==> src/rtl/digit_pkg.sv <==
// Constants and FSM status encoding shared by the template scorer and the digit-decision stage.
package digit_pkg;

   localparam int IMG_PIXELS = 2560;
   localparam int PIX_ADDR_W = 12;
   localparam int SCORE_W    = 12;

   typedef enum logic [1:0] {
      IDLE  = 2'd0,
      RUN   = 2'd1,
      DRAIN = 2'd2,
      DONE  = 2'd3
   } state_t;

endpackage

==> src/rtl/template_scorer_if.sv <==
// Lock-step read port to one template ROM and the binarized image buffer (one-cycle read latency).
// The scorer is the master and drives enables and addresses; the memories return one bit each.
interface template_scorer_if #(
   parameter int ADDR_W = 12
) ();
   logic              rom_ce;
   logic              rom_oce;
   logic [ADDR_W-1:0] rom_ad;
   logic              rom_dout;
   logic              img_re;
   logic [ADDR_W-1:0] img_ad;
   logic              img_dout;

   modport master (
      output rom_ce, rom_oce, rom_ad, img_re, img_ad,
      input  rom_dout, img_dout
   );

   modport slave (
      input  rom_ce, rom_oce, rom_ad, img_re, img_ad,
      output rom_dout, img_dout
   );
endinterface

==> src/rtl/score_accum.sv <==
// Agreement and shared-stroke counters fed one pixel pair per cycle, one cycle behind the read enable.
// No backpressure: a beat is counted in the cycle after its enable; clr wins over counting.
module score_accum #(
   parameter int SCORE_W = 12
) (
   input  logic               clk,
   input  logic               rst_n,
   input  logic               clr,
   input  logic               en,
   input  logic               tpl_bit,
   input  logic               img_bit,
   output logic [SCORE_W-1:0] match_cnt,
   output logic [SCORE_W-1:0] ink_cnt
);
   logic valid_d;

   always_ff @(posedge clk or negedge rst_n) begin
      if (!rst_n) begin
         valid_d   <= 1'b0;
         match_cnt <= '0;
         ink_cnt   <= '0;
      end else begin
         valid_d <= en;
         if (clr) begin
            match_cnt <= '0;
            ink_cnt   <= '0;
         end else if (valid_d) begin
            if (tpl_bit == img_bit)
               match_cnt <= match_cnt + SCORE_W'(1);
            // 0 is stroke in both sources
            if (!tpl_bit && !img_bit)
               ink_cnt <= ink_cnt + SCORE_W'(1);
         end
      end
   end
endmodule

==> src/rtl/template_scorer.sv <==
// Scans PIXELS template/image bit pairs once per start; done pulses PIXELS+2 cycles after start.
// No backpressure: start is honoured only in IDLE and ignored while a scan is in flight.
module template_scorer
   import digit_pkg::*;
#(
   parameter int PIXELS  = IMG_PIXELS,
   parameter int ADDR_W  = PIX_ADDR_W,
   parameter int SCORE_W = digit_pkg::SCORE_W
) (
   input  logic               clk,
   input  logic               rst_n,
   input  logic               start,
   output logic               busy,
   output logic               done,
   output logic [SCORE_W-1:0] match_cnt,
   output logic [SCORE_W-1:0] ink_cnt,
   template_scorer_if.master  mem
);
   state_t            state, state_nxt;
   logic [ADDR_W-1:0] addr;
   logic              last;
   logic              clr;
   logic              rd_en;

   assign last  = (addr == ADDR_W'(PIXELS - 1));
   assign rd_en = (state == RUN);

   always_ff @(posedge clk or negedge rst_n) begin
      if (!rst_n)
         state <= IDLE;
      else
         state <= state_nxt;
   end

   always_comb begin
      state_nxt = state;
      clr       = 1'b0;
      case (state)
         IDLE: begin
            if (start) begin
               state_nxt = RUN;
               clr       = 1'b1;
            end
         end
         RUN:     if (last) state_nxt = DRAIN;
         DRAIN:   state_nxt = DONE;
         DONE:    state_nxt = IDLE;
         default: state_nxt = IDLE;
      endcase
   end

   // Address holds through DRAIN/DONE and is back at 0 by the time IDLE is re-entered
   always_ff @(posedge clk or negedge rst_n) begin
      if (!rst_n)
         addr <= '0;
      else if (state == RUN && !last)
         addr <= addr + ADDR_W'(1);
      else if (state == DONE || state == IDLE)
         addr <= '0;
   end

   assign mem.rom_ce  = rd_en;
   assign mem.rom_oce = rd_en;
   assign mem.img_re  = rd_en;
   assign mem.rom_ad  = addr;
   assign mem.img_ad  = addr;

   assign busy = (state == RUN) || (state == DRAIN);
   assign done = (state == DONE);

   score_accum #(.SCORE_W(SCORE_W)) u_accum (
      .clk       (clk),
      .rst_n     (rst_n),
      .clr       (clr),
      .en        (rd_en),
      .tpl_bit   (mem.rom_dout),
      .img_bit   (mem.img_dout),
      .match_cnt (match_cnt),
      .ink_cnt   (ink_cnt)
   );
endmodule

==> src/flat_wrapper.sv <==
// flat-port wrapper written by rule: the top's interface ports become plain ports
module template_scorer_flat import digit_pkg::*;
#(
   parameter int PIXELS  = IMG_PIXELS,
   parameter int ADDR_W  = PIX_ADDR_W,
   parameter int SCORE_W = digit_pkg::SCORE_W
)
  (clk, rst_n, start, busy, done, match_cnt, ink_cnt, mem_rom_ce, mem_rom_oce, mem_rom_ad, mem_img_re, mem_img_ad, mem_rom_dout, mem_img_dout);
  template_scorer_if #(.ADDR_W(ADDR_W)) mem_i ();
  input  logic clk;
  input  logic rst_n;
  input  logic start;
  output logic busy;
  output logic done;
  output logic [SCORE_W-1:0] match_cnt;
  output logic [SCORE_W-1:0] ink_cnt;
  output wire logic [$bits(mem_i.rom_ce)-1:0] mem_rom_ce;
  output wire logic [$bits(mem_i.rom_oce)-1:0] mem_rom_oce;
  output wire logic [$bits(mem_i.rom_ad)-1:0] mem_rom_ad;
  output wire logic [$bits(mem_i.img_re)-1:0] mem_img_re;
  output wire logic [$bits(mem_i.img_ad)-1:0] mem_img_ad;
  input wire logic [$bits(mem_i.rom_dout)-1:0] mem_rom_dout;
  input wire logic [$bits(mem_i.img_dout)-1:0] mem_img_dout;
  assign mem_rom_ce = mem_i.rom_ce;
  assign mem_rom_oce = mem_i.rom_oce;
  assign mem_rom_ad = mem_i.rom_ad;
  assign mem_img_re = mem_i.img_re;
  assign mem_img_ad = mem_i.img_ad;
  assign mem_i.rom_dout = mem_rom_dout;
  assign mem_i.img_dout = mem_img_dout;
  template_scorer #(.PIXELS(PIXELS), .ADDR_W(ADDR_W), .SCORE_W(SCORE_W)) u_core (.clk(clk), .rst_n(rst_n), .start(start), .busy(busy), .done(done), .match_cnt(match_cnt), .ink_cnt(ink_cnt), .mem(mem_i));
endmodule
==> config.mk <==
export PLATFORM = sky130hd
export DESIGN_NAME = template_scorer_flat
export DESIGN_NICKNAME = d
export VERILOG_FILES = /design/src/rtl/digit_pkg.sv /design/src/rtl/template_scorer_if.sv /design/src/rtl/score_accum.sv /design/src/rtl/template_scorer.sv /design/src/flat_wrapper.sv
export SDC_FILE = /design/constraint.sdc
export NUM_CORES = 1
export LEC_CHECK = 0
export ABC_AREA = 1
export CAP_MARGIN = 5
export CORE_MARGIN = 4
export CORE_UTILIZATION = 31
export CTS_BUF_LIST = sky130_fd_sc_hd__clkbuf_8
export CTS_CLUSTER_SIZE = 25
export DETAILED_ROUTE_END_ITERATION = 8
export DONT_BUFFER_PORTS = 1
export MAX_ROUTING_LAYER = met4
export PLACE_DENSITY = 0.54
export REMOVE_ABC_BUFFERS = 1
export SYNTH_ARGS = -nofsm -noshare
export SYNTH_HDL_FRONTEND = slang
export SYNTH_SLANG_ARGS = --single-unit
==> constraint.sdc <==
create_clock -name clk -period 3.12 [get_ports clk]
set_clock_uncertainty 0.15 [all_clocks]
set_input_delay 0.468 -clock clk [delete_from_list [all_inputs] [get_ports clk]]
set_output_delay 0.468 -clock clk [all_outputs]
set_load 0.02 [all_outputs]
==> summary.txt, run 1 <==
Critical path
  – Crit path max fanout: 13
  – Crit. End Element: flip-flop
  – Register-to-register setup slack: 0.91 ns
  – FF-to-FF End: u_core.u_accum.match_cnt[10]
  – Cells on worst reg2reg path: 9
  – Origin of the critical flop-to-flop path: u_core.state[0]
  – Kind of critical path: flip-flop to flip-flop
  – Crit-path max cell delay: 0.42 ns
  – Top cell by count, worst path: nand2_1
  – CP max-delay cell: dfrtp_1
  – Critical path, cell by cell: inv_1 > ha_1 > nand2_1 > nand2_1 > nand3_1 > nor2_1 > nand2_1 > nand2_1 > nor2_1
  – CP arrival: 2.24 ns
  – CP Data Required Time: 3.15 ns
  – Startpoint Class: flip-flop

Synthesis
  – Post-synth EDFFs: 0
  – Avg Inst Size Synth: 7.45 sq um
  – Sequential share of the synthesized area: 42.3%
  – Main synth FF type: dfrtp_1
  – Post-Syn Area: 2310 sq um
  – Synthesized flop and latch total: 39
  – Synth area leaders: dfrtp_1, nand2_1, nand3_1, nor2_1, inv_1
  – Mapped Cells: 310
  – Syn. warnings: 0
  – Async set-reset flop share out of synthesis: 100%
  – Cell variety after synth: 29
  – Synth area leader: dfrtp_1
  – Post-synth top area share: 42.3%

Global routing
  – GRT overflow: 0
  – Total routing usage reported by global routing: 12.0%
  – First-pass GRT wire length: 8.40 mm
  – Vias in the first global route: 1804
  – Largest net degree at the start of global routing: 40
  – Initial antenna violation count: 0

Pwr
  – Sw Share: 42.4%
  – Clk pwr share: 24.9%
  – Int Pwr: 945 uW
  – Worst vdd ir: 242 uV
  – Flop pwr share: 44.3%
  – Switching power: 695 uW
  – Logic pwr share: 30.8%
  – Power Density: 668 nW/um^2
  – Leakage: 0.00124 uW

Cells and area
  – Syn-to-layout area delta: 6.18%
  – Share of layout cells above drive strength 1: 4.95%
  – Fin nets: 317
  – Final instance area: 2450 sq um
  – Antenna diode instance count: 0

CTS
  – Inserted Clock Buffers: 5
  – CTS clock-pin slew for the worst setup and hold paths: 0.08 ns
  – H-tree Lvls: 2
  – Clock sink count: 39
  – Post-cts gate resize count: 0
  – Worst-Skew Late Latency: 0.29 ns
  – CTS tree: done
  – Clock root cell: clkbuf_8
  – Postcts setup bufs: 0
  – Hold_buf cts: 2
  – Clock Path Buffers: 2

Placement
  – Placed Area: 2320 sq um
  – RD Place Congestion: 0.727
  – DPL Wire Length: 3.52 mm
  – IO buf count: 0

Detailed routing
  – DR pass1 iterations: 4
  – Antenna Nets Post-Route: 0
  – Per-cell routed wire length: 12.0 microns
  – # DRC: 0
  – DRT Wirelength: 4.81 mm
  – DRT iter0 DRCs: 71
  – Vias/cell: 4.61
  – Via Count: 1853

Worst hold path
  – Hold_sp: start
  – Min-Delay Path Class: primary input to flip-flop
  – Hold EP: u_core.state[0]
  – Hold Path Depth: 4

Job
  – Max cap viols: 0

STA
  – Final min period: 2.21 ns
  – Relative slew slack: 57.9%
  – Max Clock Freq: 453 MHz
  – Period utilisation layout: 70.7%
  – RSZ-0062 raised after global routing: no
  – TNS Setup: 0 ns
  – Slew Viols, Final: 0
  – Setup violations, final: 0
  – Fin. Hold Viols: 0
  – Worst Tran Pin Value: 0.632 ns

Run status
  – Outcome: finished, final reports clean

Floorplan
  – Die Y: 94.3 microns
  – Die width: 94.3 microns
  – Die area: 8900 sq um
  – Placement row count: 31
  – Core box area: 7250 sq um
  – Initial Util: 31.8%
  – Num ports: 58
cell usage after synthesis, types with 2 or more instances:
cell	count
nand2_1	80
nor3_1	3
inv_1	37
a21oi_1	12
buf_4	14
nor2_1	41
o21ai_0	9
dfrtp_1	39
nand3_1	36
o21ai_1	2
xnor2_1	2
clkbuf_1	2
ha_1	9
nor2_4	2
o21bai_1	3
nand4_1	6
power groups by stage:
stage / registers (uW) / clock network (uW) / logic, uW
after floorplan: 714 / 0 / 385
after global placement: 741 / 0 / 497
after detailed placement: 742 / 0 / 502
after CTS: 731 / 424 / 518
after global routing: 743 / 441 / 582
final: 727 / 407 / 505
worst max-delay path, delay by kind of cell (launching register included):
| kind | cells | cell delay, ns |
|---|---|---|
| simple gates | 7 | 1.25 |
| flops | 1 | 0.42 |
| fa+ha+maj | 1 | 0.17 |
| buf+inv | 1 | 0.12 |
cell families after synthesis:
| family | count (synthesis) | share of synthesized area [%] |
|---|---|---|
| compound gates | 30 | 7.64 |
| xor+xnor | 3 | 1.14 |
| fa+ha+maj | 9 | 4.88 |
| buf+inv | 56 | 11.8 |
| flops | 39 | 42.3 |
| simple gates | 173 | 32.3 |
metrics by stage:
step | total power, uW | hold slack, ns | cells | util [%] | setup slack (ns)
after global placement | 1240 | 0.0233 | 393 | 32.0 | 0.870
after floorplan | 1100 | 0.0224 | 292 | - | 1.08
after global routing | 1770 | 0.334 | 402 | 33.8 | 0.641
after CTS | 1670 | 0.308 | 402 | 33.8 | 0.859
final | 1640 | 0.316 | 402 | 33.8 | 0.915
after detailed placement | 1240 | 0.0234 | 393 | 32.0 | 0.880
worst max-delay path by stage:
stage                                   endpoint  slack, ns            start  cells past startpoint
CTS                 u_core.u_accum.match_cnt[10]       0.86  u_core.state[0]                      9
global placement     u_core.u_accum.match_cnt[8]       0.87  u_core.state[0]                      9
finish              u_core.u_accum.match_cnt[10]       0.91  u_core.state[0]                      9
floorplan            u_core.u_accum.match_cnt[5]       1.08  u_core.state[0]                      8
detailed placement  u_core.u_accum.match_cnt[10]       0.88  u_core.state[0]                      9
global route         u_core.u_accum.match_cnt[8]       0.64  u_core.state[0]                      9
routing by layer:
layer / vias to the layer above / part of all wire, % / GRT usage [%]
met5: - / 0 / -
met4: 0 / 0.92 / 3.37
met3: 5 / 7.5 / 4.09
met2: 41 / 45 / 19.2
met1: 849 / 47 / 14.5
li1: 958 / - / -
final cells by class:
cell class	count	area [sq um]
Multi-Input combinational cell	215	1060
Inverter	38	143
Fill cell	761	4800
Tap cell	99	124
Clock buffer	5	68.8
Sequential cell	39	976
Clock inverter	2	33.8
Timing Repair Buffer	4	45.0
state kept, by name, indices dropped and copies added, names as in the netlist:
signal                    count
u_core.u_accum.valid_d        1
u_core.u_accum.match_cnt     12
u_core.mem.img_ad            12
u_core.state                  2
u_core.u_accum.ink_cnt       12
cell usage in the layout (no fill, tap or decap):
cell	instances
a21o_1	1
a21oi_1	12
and2_1	1
buf_12	1
buf_4	2
bufinv_16	1
clkbuf_8	5
dfrtp_1	39
dlygate4sd3_1	1
ha_1	9
inv_1	38
inv_2	1
nand2_1	80
nand2_4	1
nand3_1	36
nand3b_1	1
nand4_1	6
nor2_1	41
nor2_4	2
nor3_1	3
o211ai_1	1
o21ai_0	9
o21ai_1	2
o21ai_4	1
o21bai_1	3
o31ai_1	1
or2_0	1
or2_2	1
xnor2_1	2
xor2_1	1
No activity file was read; power rests on OpenSTA's default activity.
==> run 2: changes to the inputs <==
==> constraint.sdc (replaced) <==
create_clock -name clk -period 2.31 [get_ports clk]
set_clock_uncertainty 0.15 [all_clocks]
set_input_delay 0.3465 -clock clk [delete_from_list [all_inputs] [get_ports clk]]
set_output_delay 0.3465 -clock clk [all_outputs]
set_load 0.02 [all_outputs]
==> run 2 against run 1 <==
Net effect:
- sequential share of layout area is 1.7 points lower
- via count increased by 3.2%
- combinational power grew 53%
- global-route usage increased by 0.51 points
- worst setup slack got worse by 0.59 ns
- total power rose by 40%
- clock power increased by 45%
- worst hold slack worse by 0.11 ns
- cell count grew 3.5%
- critical path depth shrank 7
- critical path type is now flip-flop to primary output
- critical endpoint is now busy
==> summary.txt, run 2 (synthesis results as in run 1) <==
Global routing
  – Initial antenna violation count: 0 (unchanged)
  – Largest net degree at the start of global routing: 40 (unchanged)
  – GRT overflow: 0 (unchanged)
  – Vias in the first global route: 1820 (+0.89%)
  – Total routing usage reported by global routing: 12.6% (+0.51 points)
  – First-pass GRT wire length: 8.61 mm (+2.5%)

Placement
  – Pre-CTS setup slack: 0.459 ns (-0.420 ns)
  – RD Place Congestion: 0.752 (+3.4%)
  – Post-placement cell count: 406 (+3.3%)
  – DPL Wire Length: 3.67 mm (+4.1%)
  – IO buf count: 0 (unchanged)

Cells and area
  – Most frequent cells in the layout: nand2_1, nor2_1, dfrtp_1, inv_1, nand3_1
  – Syn-to-layout area delta: 11.1%
  – Share of layout cells above drive strength 1: 9.46% (+4.5 points)
  – Antenna diode instance count: 0 (unchanged)
  – Fin nets: 330 (+4.1%)
  – Post-route non-filler standard cell count: 416 (+3.5%)
  – Commonest non-fill, non-tap cell in the layout: nand2_1
  – Filler cells: 786 (+3.3%)

CTS
  – CTS clock-pin slew for the worst setup and hold paths: 0.07 ns (about the same)
  – Post-cts gate resize count: 0 (unchanged)
  – H-tree Lvls: 2 (unchanged)
  – Worst-Skew Late Latency: 0.29 ns (about the same)
  – Clock root cell: clkbuf_8
  – Postcts setup bufs: 0 (unchanged)
  – Clock Path Buffers: 2 (unchanged)
  – Clock sink count: 39 (unchanged)
  – Hold_buf cts: 2 (unchanged)
  – CTS tree: done
  – Inserted Clock Buffers: 5 (unchanged)

Job
  – Max cap viols: 0 (unchanged)

Floorplan
  – Placement row count: 31 (unchanged)
  – Core box area: 7250 sq um (unchanged)
  – Initial Util: 31.8% (unchanged)
  – Num ports: 58 (unchanged)
  – Die width: 94.3 microns (unchanged)
  – Die area: 8900 sq um (unchanged)
  – Die Y: 94.3 microns (unchanged)

STA
  – Relative slew slack: 56.5% (-1.3 points)
  – Worst Tran Pin Value: 0.652 ns (+0.0199 ns)
  – Slew Viols, Final: 0 (unchanged)
  – Setup violations, final: 0 (unchanged)
  – TNS Setup: 0 ns (unchanged)
  – Period utilisation layout: 86.1%
  – RSZ-0062 raised after global routing: no
  – Max Clock Freq: 503 MHz
  – Setup ws final: 0.322 ns (-0.593 ns)
  – Fin. Hold Viols: 0 (unchanged)
  – Final min period: 1.99 ns

Detailed routing
  – Antenna Nets Post-Route: 0 (unchanged)
  – Via Count: 1912 (+3.2%)
  – DRT Wirelength: 4.95 mm (+3.1%)
  – DRT iter0 DRCs: 50 (-30%)
  – DR pass1 iterations: 4 (unchanged)
  – # DRC: 0 (unchanged)
  – Vias/cell: 4.60 (-0.29%)
  – Per-cell routed wire length: 11.9 microns (-0.39%)

Critical path
  – CP arrival: 1.49 ns (-0.75 ns)
  – Crit. End Element: primary output
  – CP Data Required Time: 1.81 ns (-1.34 ns)
  – Kind of critical path: flip-flop to primary output
  – Startpoint Class: flip-flop
  – Origin of the critical flop-to-flop path: u_core.state[0]
  – Cells on worst reg2reg path: 9 (unchanged)
  – FF-to-FF End: u_core.u_accum.match_cnt[8]
  – Crit path max fanout: 14 (+1)
  – Register-to-register setup slack: 0.47 ns (-0.44 ns)

Run status
  – Outcome: finished, final reports clean

Pwr
  – Power Density: 894 nW/um^2 (+34%)
  – Worst vdd ir: 656 uV (+170%)
  – Leakage: 0.00132 uW (+6.1%)
  – Power, Total: 2290 uW (+40%)

Worst hold path
  – Hold_sp: start
  – Hold EP: u_core.state[1]
  – Hold Path Depth: 4 (unchanged)
  – Min-Delay Path Class: primary input to flip-flop
run 2: how the worst max path moves through the flow:
stage / cells after the start / from / endpoint
after floorplan: 8 / u_core.state[0] / u_core.u_accum.match_cnt[5]
after global placement: 8 / u_core.mem.img_ad[0] / u_core.state[0]
after detailed placement: 8 / u_core.mem.img_ad[0] / u_core.mem.img_ad[6]
after CTS: 2 / u_core.state[0] / busy
after global routing: 8 / u_core.state[0] / u_core.u_accum.ink_cnt[6]
final: 2 / u_core.state[0] / busy
run 2: final cells by class:
class | count | area, sq um | share of cell area, %
Multi-Input combinational cell | 215 | 1060 | 41.4
Tap cell | 99 | 124 | 4.83
Clock buffer | 6 | 82.6 | 3.22
Timing Repair Buffer | 17 | 143 | 5.56
Sequential cell | 39 | 976 | 38.0
Clock inverter | 2 | 35.0 | 1.37
Inverter | 38 | 143 | 5.56
run 2: stage by stage:
step / cell area [sq um] / hold WS (ns) / util [%]
global placement: 2420 / -0.0982 / 33.3
floorplan: 2180 / -0.0991 / -
CTS: 2560 / 0.194 / 35.4
finish: 2560 / 0.204 / 35.4
global route: 2560 / 0.210 / 35.4
detailed placement: 2420 / -0.0981 / 33.3
run 2: where the power goes:
part	leakage [uW]	internal (uW)	switching, uW	total, uW
Combinational	0.000720	217	553	771
Clock	0.0000612	350	242	592
Sequential	0.000534	774	158	931
run 2: critical path, stage by stage (launching register included):
cell and delay [ns]:
dfrtp_1 0.40, inv_1 0.09, ha_1 0.71
run 2: routing by layer:
layer  track usage [%]  vias up  part of all wire (%)
li1                  -      985                     -
met1              14.8      872                    45
met2              20.2       44                    47
met4              4.21        0                   1.3
met5                 -        -                     0
met3              4.17       11                   6.9
==> run 3: changes to the inputs <==
--- a/config.mk
+++ b/config.mk
@@ -16,6 +16,7 @@
 export MAX_ROUTING_LAYER = met4
 export PLACE_DENSITY = 0.54
 export REMOVE_ABC_BUFFERS = 1
+export SLEW_MARGIN = 20
 export SYNTH_ARGS = -nofsm -noshare
 export SYNTH_HDL_FRONTEND = slang
 export SYNTH_SLANG_ARGS = --single-unit
==> results of run 3 <==
Final layout, timing and power as in run 2 (identical DEF).
